[config.mk]
export PLATFORM = sky130hd
export DESIGN_NAME = ie_operand_mux
export DESIGN_NICKNAME = d
export VERILOG_FILES = /design/src/rtl/ie_pkg.sv /design/src/rtl/ie_lane_sel.sv /design/src/rtl/ie_operand_mux.sv
export SDC_FILE = /design/constraint.sdc
export NUM_CORES = 1
export LEC_CHECK = 0
export CORE_MARGIN = 1
export CORE_UTILIZATION = 41
export DETAILED_ROUTE_END_ITERATION = 10
export PLACE_DENSITY = 0.87
export SLEW_MARGIN = 20
export SYNTH_ARGS = -nofsm -noshare
export SYNTH_HDL_FRONTEND = slang
export SYNTH_SLANG_ARGS = --single-unit
[constraint.sdc]
create_clock -name clk -period 4.3 [get_ports clk]
set_input_delay 1.29 -clock clk [delete_from_list [all_inputs] [get_ports clk]]
set_output_delay 1.29 -clock clk [all_outputs]
set_load 0.02 [all_outputs]
[src/rtl/ie_pkg.sv]
// Shared constants and the buffer-entry type for the integer-execute operand path.
package ie_pkg;

  localparam int IE_WIDTH = 32;
  localparam int IE_N_IN  = 4;
  localparam int IE_SEL_W = 2;

  typedef struct packed {
    logic [IE_WIDTH-1:0] data;
    logic                sel_err;
  } ie_entry_t;

endpackage

[src/rtl/ie_lane_sel.sv]
// Combinational lane picker: selects one WIDTH-bit lane and flags selectors past the last lane.
module ie_lane_sel import ie_pkg::*; #(
  parameter int WIDTH = IE_WIDTH,
  parameter int N_IN  = IE_N_IN,
  parameter int SEL_W = IE_SEL_W
) (
  input  logic [N_IN*WIDTH-1:0] in_data,
  input  logic [SEL_W-1:0]      sel,
  output logic [WIDTH-1:0]      data,
  output logic                  sel_err
);

  // Compare at 32 bits so a wide selector never aliases onto a real lane.
  always_comb begin
    data    = '0;
    sel_err = (32'(sel) >= N_IN);
    for (int k = 0; k < N_IN; k++) begin
      if (32'(sel) == k) begin
        data = in_data[k*WIDTH +: WIDTH];
      end
    end
  end

endmodule

[src/rtl/ie_operand_mux.sv]
// Operand lane mux feeding a two-entry skid buffer (head + skid) with a sticky selector-error flag.
module ie_operand_mux import ie_pkg::*; #(
  parameter int WIDTH = IE_WIDTH,
  parameter int N_IN  = IE_N_IN,
  parameter int SEL_W = IE_SEL_W
) (
  input  logic                  clk,
  input  logic                  rst_n,
  input  logic [N_IN*WIDTH-1:0] in_data,
  input  logic [SEL_W-1:0]      sel,
  input  logic                  in_valid,
  output logic                  in_ready,
  input  logic                  flush,
  output logic [WIDTH-1:0]      out_data,
  output logic                  out_sel_err,
  output logic                  out_valid,
  input  logic                  out_ready,
  output logic                  err_sticky,
  input  logic                  err_clear
);

  typedef struct packed {
    logic [WIDTH-1:0] data;
    logic             sel_err;
  } entry_t;

  logic [WIDTH-1:0] sel_data;
  logic             sel_err;
  entry_t           cap_p0;
  entry_t           main_p1;
  entry_t           skid_p1;
  logic             main_vld_p1;
  logic             skid_vld_p1;
  logic             main_vld_nxt;
  logic             skid_vld_nxt;
  logic             accept;
  logic             pop;
  logic             load_main_cap;
  logic             load_main_skid;
  logic             load_skid;

  // Stage p0: lane selection on the offered operand
  ie_lane_sel #(
    .WIDTH (WIDTH),
    .N_IN  (N_IN),
    .SEL_W (SEL_W)
  ) u_lane_sel (
    .in_data (in_data),
    .sel     (sel),
    .data    (sel_data),
    .sel_err (sel_err)
  );

  assign cap_p0 = '{data: sel_data, sel_err: sel_err};

  assign in_ready = ~skid_vld_p1;
  assign accept   = in_valid & in_ready;
  assign pop      = main_vld_p1 & out_ready;

  always_comb begin
    main_vld_nxt   = main_vld_p1;
    skid_vld_nxt   = skid_vld_p1;
    load_main_cap  = 1'b0;
    load_main_skid = 1'b0;
    load_skid      = 1'b0;
    if (flush) begin
      main_vld_nxt = 1'b0;
      skid_vld_nxt = 1'b0;
    end else if (!skid_vld_p1) begin
      if (accept && (!main_vld_p1 || pop)) begin
        main_vld_nxt  = 1'b1;
        load_main_cap = 1'b1;
      end else if (accept) begin
        skid_vld_nxt = 1'b1;
        load_skid    = 1'b1;
      end else if (pop) begin
        main_vld_nxt = 1'b0;
      end
    end else if (pop) begin
      skid_vld_nxt   = 1'b0;
      load_main_skid = 1'b1;
    end
  end

  // Stage p1: head and skid registers
  always_ff @(posedge clk or negedge rst_n) begin
    if (!rst_n) begin
      main_vld_p1 <= 1'b0;
      skid_vld_p1 <= 1'b0;
    end else begin
      main_vld_p1 <= main_vld_nxt;
      skid_vld_p1 <= skid_vld_nxt;
    end
  end

  always_ff @(posedge clk) begin
    if (load_main_cap) begin
      main_p1 <= cap_p0;
    end else if (load_main_skid) begin
      main_p1 <= skid_p1;
    end
    if (load_skid) begin
      skid_p1 <= cap_p0;
    end
  end

  // A set on the same edge as a clear must win so no error is lost.
  always_ff @(posedge clk or negedge rst_n) begin
    if (!rst_n) begin
      err_sticky <= 1'b0;
    end else if (accept && cap_p0.sel_err) begin
      err_sticky <= 1'b1;
    end else if (err_clear) begin
      err_sticky <= 1'b0;
    end
  end

  // Data registers carry no reset, so outputs are gated by the head valid bit.
  assign out_valid   = main_vld_p1;
  assign out_data    = main_vld_p1 ? main_p1.data : '0;
  assign out_sel_err = main_vld_p1 & main_p1.sel_err;

endmodule

==> impl_metrics.env, run 1 <==
export IMPL_crit_slowest_cell="dfrtp_1"
export IMPL_post_route_period_util=0.8024
export IMPL_diodes=0
export IMPL_syn_instance_count=191
export IMPL_yosys_most_used_dff="edfxtp_1"
export IMPL_r2r_end="main_p1[32]$_DFFE_PP_"
export IMPL_worst_r2r_path_depth=4
export IMPL_hpwl_mm=6.182
export IMPL_gp_congestion=0.7452
export IMPL_finalCriticalPeriod_ns=3.450
export IMPL_critPathLaunchType="flop"
export IMPL_async_reset_ff_frac=0.03030
export IMPL_tns_ns=0
export IMPL_power_w=0.001566
export IMPL_firstDrtPassIters=4
export IMPL_h_tree_depth=3
export IMPL_synth_area_leader_cell="edfxtp_1"
export IMPL_die_area_um2=9181
export IMPL_max_slew_worst_pin_slew_ns=0.9223
export IMPL_fill_cells=601
export IMPL_clk_latency_ns=0.33
export IMPL_drv_cap=0
export IMPL_antenna_found_initial=1
export IMPL_cts_tree="yes"
export IMPL_die_x_um=95.82
export IMPL_start_util=0.4305
export IMPL_final_common_cell="clkdlybuf4s50_1"
export IMPL_synth_area_leaders="edfxtp_1, mux4_2, mux2_4"
export IMPL_cp_data_arrival_time_ns=2.16
export IMPL_endpoint="out_data[3]"
export IMPL_fin_util=0.6583
export IMPL_finalWirelength_mm=8.136
export IMPL_reg2reg_from="out_valid$_DFFE_PN0P_"
export IMPL_ff_latch_area_um2=1972
export IMPL_syn_avg_cell_area_um2=18.89
export IMPL_drive_above_1_share=0.2308
export IMPL_io_buffers=168
export IMPL_grt_usage=0.1893
export IMPL_hold_path_class="flop to flop"
export IMPL_multi_input_area_um2=1505
export IMPL_clock_path_buffers=2
export IMPL_peakVddDrop_v=0.0001736
export IMPL_drt_iter0_drc=80
export IMPL_crit_start="out_valid$_DFFE_PN0P_"
export IMPL_finalHoldViolCount=0
export IMPL_rsz0062_at_grt="false"
export IMPL_wl_per_cell_um=17.35
export IMPL_cpPeakStageDelay_ns=0.95
export IMPL_place_inst=454
export IMPL_cts_hold_buf=0
export IMPL_synth_seq_cells=66
export IMPL_skew_ns=0.004996
export IMPL_ys_seq_area_frac=0.5465
export IMPL_viasPerCell=5.117
export IMPL_ff2ff_setup_slack_ns=1.90
export IMPL_cpLargestDelayFamily="flip-flops"
export IMPL_synth_cell_types=22
export IMPL_grt_pass1_vias=2472
export IMPL_relSlewSlack=0.3851
export IMPL_crit_required_ns=3.01
export IMPL_grt_overflow_total=0
export IMPL_clock_root_buffer="clkbuf_8"
export IMPL_slew_violations=0
export IMPL_clk_pin_slew_worst_paths_ns=0.07
export IMPL_die_y_um=95.82
export IMPL_grt_pass1_wl_mm=12.48
export IMPL_endpoint_kind="output pin"
export IMPL_powerDensity_nw_per_um2=283.8
export IMPL_critPathBufInv=1
export IMPL_final_antenna_net_count=0
export IMPL_clock_sinks=66
export IMPL_rows=33
export IMPL_io_pins=172
export IMPL_nets=496
export IMPL_worstSetupPathType="flop to output pin"
export IMPL_final_cell_mix="clkdlybuf4s50_1, edfxtp_1, and2_1, mux4_2, mux2_4"
export IMPL_cts_made_buffers=9
export IMPL_p_leak_nw=1.946
export IMPL_num_vias=2400
export IMPL_synth_edff_count=64
export IMPL_path_depth=2
export IMPL_drc=0
export IMPL_cts_setup_buffers=0
export IMPL_setup_viol=0
export IMPL_grt_max_degree=39
export IMPL_fmax_mhz=289.8
export IMPL_core_um2=8382
export IMPL_netlist_area_um2=3608
export IMPL_ctsResizeCount=0
export IMPL_ys_warnings_count=0
export IMPL_crit_chain="and2_1 -> clkdlybuf4s50_1"
export IMPL_stdcell_count=469
export IMPL_netlist_area_leader_share=0.5326
export IMPL_syn2layout_area_growth_pct=52.91
export IMPL_path_max_fanout=38
export IMPL_status="completed"
synthesized netlist by cell type, types with 3 or more instances:
cell and instances:
edfxtp_1 64, mux4_2 30, buf_6 4, mux2_4 30, and2_1 32, clkbuf_1 3
buf_12 3, buf_2 4
worst min path at each step:
stage / start / endpoint / slack [ns] / cells past startpoint
after floorplan: skid_p1[30]$_DFFE_PP_ / main_p1[30]$_DFFE_PP_ / 0.52 / 1
final: skid_p1[23]$_DFFE_PP_ / main_p1[23]$_DFFE_PP_ / 0.54 / 1
after detailed placement: skid_p1[23]$_DFFE_PP_ / main_p1[23]$_DFFE_PP_ / 0.53 / 1
after global placement: skid_p1[9]$_DFFE_PP_ / main_p1[9]$_DFFE_PP_ / 0.53 / 1
after CTS: skid_p1[23]$_DFFE_PP_ / main_p1[23]$_DFFE_PP_ / 0.55 / 1
after global routing: skid_p1[23]$_DFFE_PP_ / main_p1[23]$_DFFE_PP_ / 0.56 / 1
cell families (layout without fill, tap and decap cells):
| family | Yosys count | count (layout) | synth area share |
|---|---|---|---|
| flops | 66 | 66 | 0.5465 |
| mux | 64 | 64 | 0.3329 |
| simple gates | 37 | 37 | 0.06727 |
| buf+inv | 18 | 190 | 0.04404 |
| compound gates | 5 | 5 | 0.008319 |
| other cells | 1 | 2 | 0.001039 |
through the flow:
stage | worst slack (ns) | hold slack, ns | instance area (um2)
floorplan | 0.01309 | 0.5246 | 3617
global placement | 0.8137 | 0.5318 | 5343
detailed placement | 0.7576 | 0.5344 | 5343
CTS | 0.7771 | 0.5463 | 5518
global route | 0.6452 | 0.5582 | 5518
finish | 0.8499 | 0.5445 | 5518
metal layers:
metal  part of all wire  vias up  track usage  wire, um
met5            0.00098        -            0         8
met4              0.018        2      0.08085       148
met3              0.058       15      0.04107       473
met2               0.54      101       0.3315      4430
met1               0.38     1185       0.2247      3074
li1                   -     1097            -         -
power breakdown:
part	internal, W	switching (W)
logic	0.000224	0.000114
clock network	0.000261	0.000219
registers	0.000737	0.0000102
total	0.00122	0.000344
state kept, by name, indices dropped and copies added, names as in the netlist:
name,cells
skid_p1,32
out_valid,1
skid_vld_p1,1
main_p1,32
layout make-up:
| type | count | area share |
|---|---|---|
| well taps | 105 | 0.02381 |
| flip-flops and latches | 66 | 0.3574 |
| clock inverters | 4 | 0.007937 |
| clock buffers | 11 | 0.02381 |
| multi-input cells | 108 | 0.2728 |
| repair buffers | 173 | 0.3129 |
| inverters | 2 | 0.001361 |
Power figures use the tool's default switching activity.
==> inputs of run 2 (changes only) <==
clock period = 3.3 ns   (was 4.3 ns; I/O delays follow)
==> run 2 against run 1 <==
Worst hold slack worse by 0.0015 ns. Flip-flop and latch count unchanged. Combinational power rose by 35%. Clock skew is 0.0052 ns higher. Global-route usage up 1.0 points. Non-clock buffer count rose by 2. Largest cell class unchanged. Largest power group unchanged. Highest routed layer unchanged.
==> impl_metrics.env, run 2 (same netlist as run 1, synthesis figures left out) <==
export IMPL_clk_pin_slew_worst_paths_ns=0.08
export IMPL_wl_per_cell_um=17.97
export IMPL_diodes=0
export IMPL_cpPeakStageDelay_ns=0.61
export IMPL_syn2layout_area_growth_pct=55.20
export IMPL_drv_cap=0
export IMPL_setup_viol=0
export IMPL_top_regs="main_p1: 32 flops, skid_p1: 32 flops"
export IMPL_grt_pass1_vias=2534
export IMPL_final_antenna_net_count=0
export IMPL_ctsResizeCount=0
export IMPL_p_leak_nw=1.977
export IMPL_clk_latency_ns=0.34
export IMPL_die_x_um=95.82
export IMPL_grt_usage=0.1998
export IMPL_powerDensity_nw_per_um2=386.3
export IMPL_clkPwrFrac=0.343
export IMPL_h_tree_depth=3
export IMPL_die_y_um=95.82
export IMPL_tns_ns=0
export IMPL_p_int_w=0.001679
export IMPL_clock_path_buffers=2
export IMPL_core_um2=8382
export IMPL_nets=498
export IMPL_grt_overflow_total=0
export IMPL_combinationalPowerShare=0.210
export IMPL_grt_pass1_wl_mm=13.07
export IMPL_finalHoldViolCount=0
export IMPL_finalCriticalPeriod_ns=2.763
export IMPL_final_common_cell="clkdlybuf4s50_1"
export IMPL_final_cell_mix="clkdlybuf4s50_1, edfxtp_1, and2_1, mux4_2, mux2_4"
export IMPL_gp_congestion=0.7350
export IMPL_cp_data_arrival_time_ns=1.77
export IMPL_multi_input_area_um2=1505
export IMPL_cts_setup_buffers=0
export IMPL_fin_util=0.6682
export IMPL_drive_above_1_share=0.2452
export IMPL_drc=0
export IMPL_crit_slowest_cell="clkdlybuf4s50_1"
export IMPL_drt_iter0_drc=72
export IMPL_path_max_fanout=38
export IMPL_viasPerCell=5.066
export IMPL_cts_hold_buf=0
export IMPL_crit_chain="buf_4 -> and2_1 -> clkdlybuf4s50_1"
export IMPL_grt_max_degree=39
export IMPL_ff_latch_area_um2=1972
export IMPL_p_sw_frac=0.2238
export IMPL_hpwl_mm=6.559
export IMPL_fill_cells=603
export IMPL_skew_ns=0.01021
export IMPL_rsz0062_at_grt="false"
export IMPL_firstDrtPassIters=4
export IMPL_cts_made_buffers=9
export IMPL_p_sw_w=0.0004841
export IMPL_hold_path_class="flop to flop"
export IMPL_antenna_found_initial=1
export IMPL_finalWirelength_mm=8.482
export IMPL_endpoint_kind="output pin"
export IMPL_worstSetupPathType="flop to output pin"
export IMPL_start_util=0.4305
export IMPL_io_buffers=168
export IMPL_die_area_um2=9181
export IMPL_pwr_share_seq=0.447
export IMPL_peakVddDrop_v=0.0002597
export IMPL_cts_tree="yes"
export IMPL_critPathLaunchType="flop"
export IMPL_status="completed"
export IMPL_clock_sinks=66
export IMPL_io_pins=172
export IMPL_slew_violations=0
export IMPL_crit_required_ns=2.31
export IMPL_num_vias=2391
export IMPL_clock_root_buffer="clkbuf_8"
export IMPL_post_route_period_util=0.8372
export IMPL_rows=33
export IMPL_fmax_mhz=362.0
==> run 2: cell count changes in the layout (fill, tap and decap cells not counted), sizes merged <==
cell	change
bufinv	+1
clkbuf	-2
clkinvlp	+2
buf	+2
==> run 2: critical path: cells and delay by family (launching register included) <==
family                 cells  cell delay (ns)
buffers and inverters      2             0.90
and+or+nand+nor            1             0.20
DFF                        1             0.32
==> run 2: path summary, 6_finish.rpt <==
path                       slack (ns)               endpoint  cells after the start                  start
max                              0.54            out_data[8]                      3  out_valid$_DFFE_PN0P_
min                              0.54   main_p1[7]$_DFFE_PP_                      1   skid_p1[7]$_DFFE_PP_
max reg2reg                      1.41  main_p1[32]$_DFFE_PP_                      4  skid_vld_p1$_DFF_PN0_
min reg2reg                      0.54   main_p1[7]$_DFFE_PP_                      1   skid_p1[7]$_DFFE_PP_
max in group asynchronous        2.36  out_valid$_DFFE_PN0P_                      1                  rst_n
min in group asynchronous        0.81  skid_vld_p1$_DFF_PN0_                      1                  rst_n
==> run 2: area by class of cell <==
class                   instances  area share
multi-input cells             108      0.2688
well taps                     105     0.02346
clock buffers                   9     0.02212
repair buffers                175      0.3155
flip-flops and latches         66      0.3521
inverters                       2    0.001340
clock inverters                 7     0.01676
==> run 2: metal layers <==
metal	global-route usage	part of all wire	vias to the layer above
met3	0.05450	0.062	12
met2	0.3577	0.55	98
met1	0.2243	0.37	1178
met5	0	0.00094	-
li1	-	-	1101
met4	0.08209	0.017	2
==> run 2: power by group through the flow <==
stage	registers, W	clock network, W	logic [W]
floorplan	0.000985	0	0.000225
global placement	0.000984	0	0.000446
detailed placement	0.000986	0	0.000459
CTS	0.000967	0.000758	0.000460
global route	0.000969	0.000792	0.000486
finish	0.000967	0.000742	0.000455
==> run 2: stage by stage <==
stage,setup slack (ns),instance area (um2),cells,power (W),hold slack (ns)
after floorplan,0.3429,3622,192,0.001210,0.5246
after global placement,0.4716,5383,456,0.001429,0.5305
after detailed placement,0.4361,5383,456,0.001444,0.5349
after CTS,0.4954,5600,472,0.002185,0.5517
after global routing,0.4229,5600,472,0.002246,0.5617
final,0.5373,5600,472,0.002163,0.5431
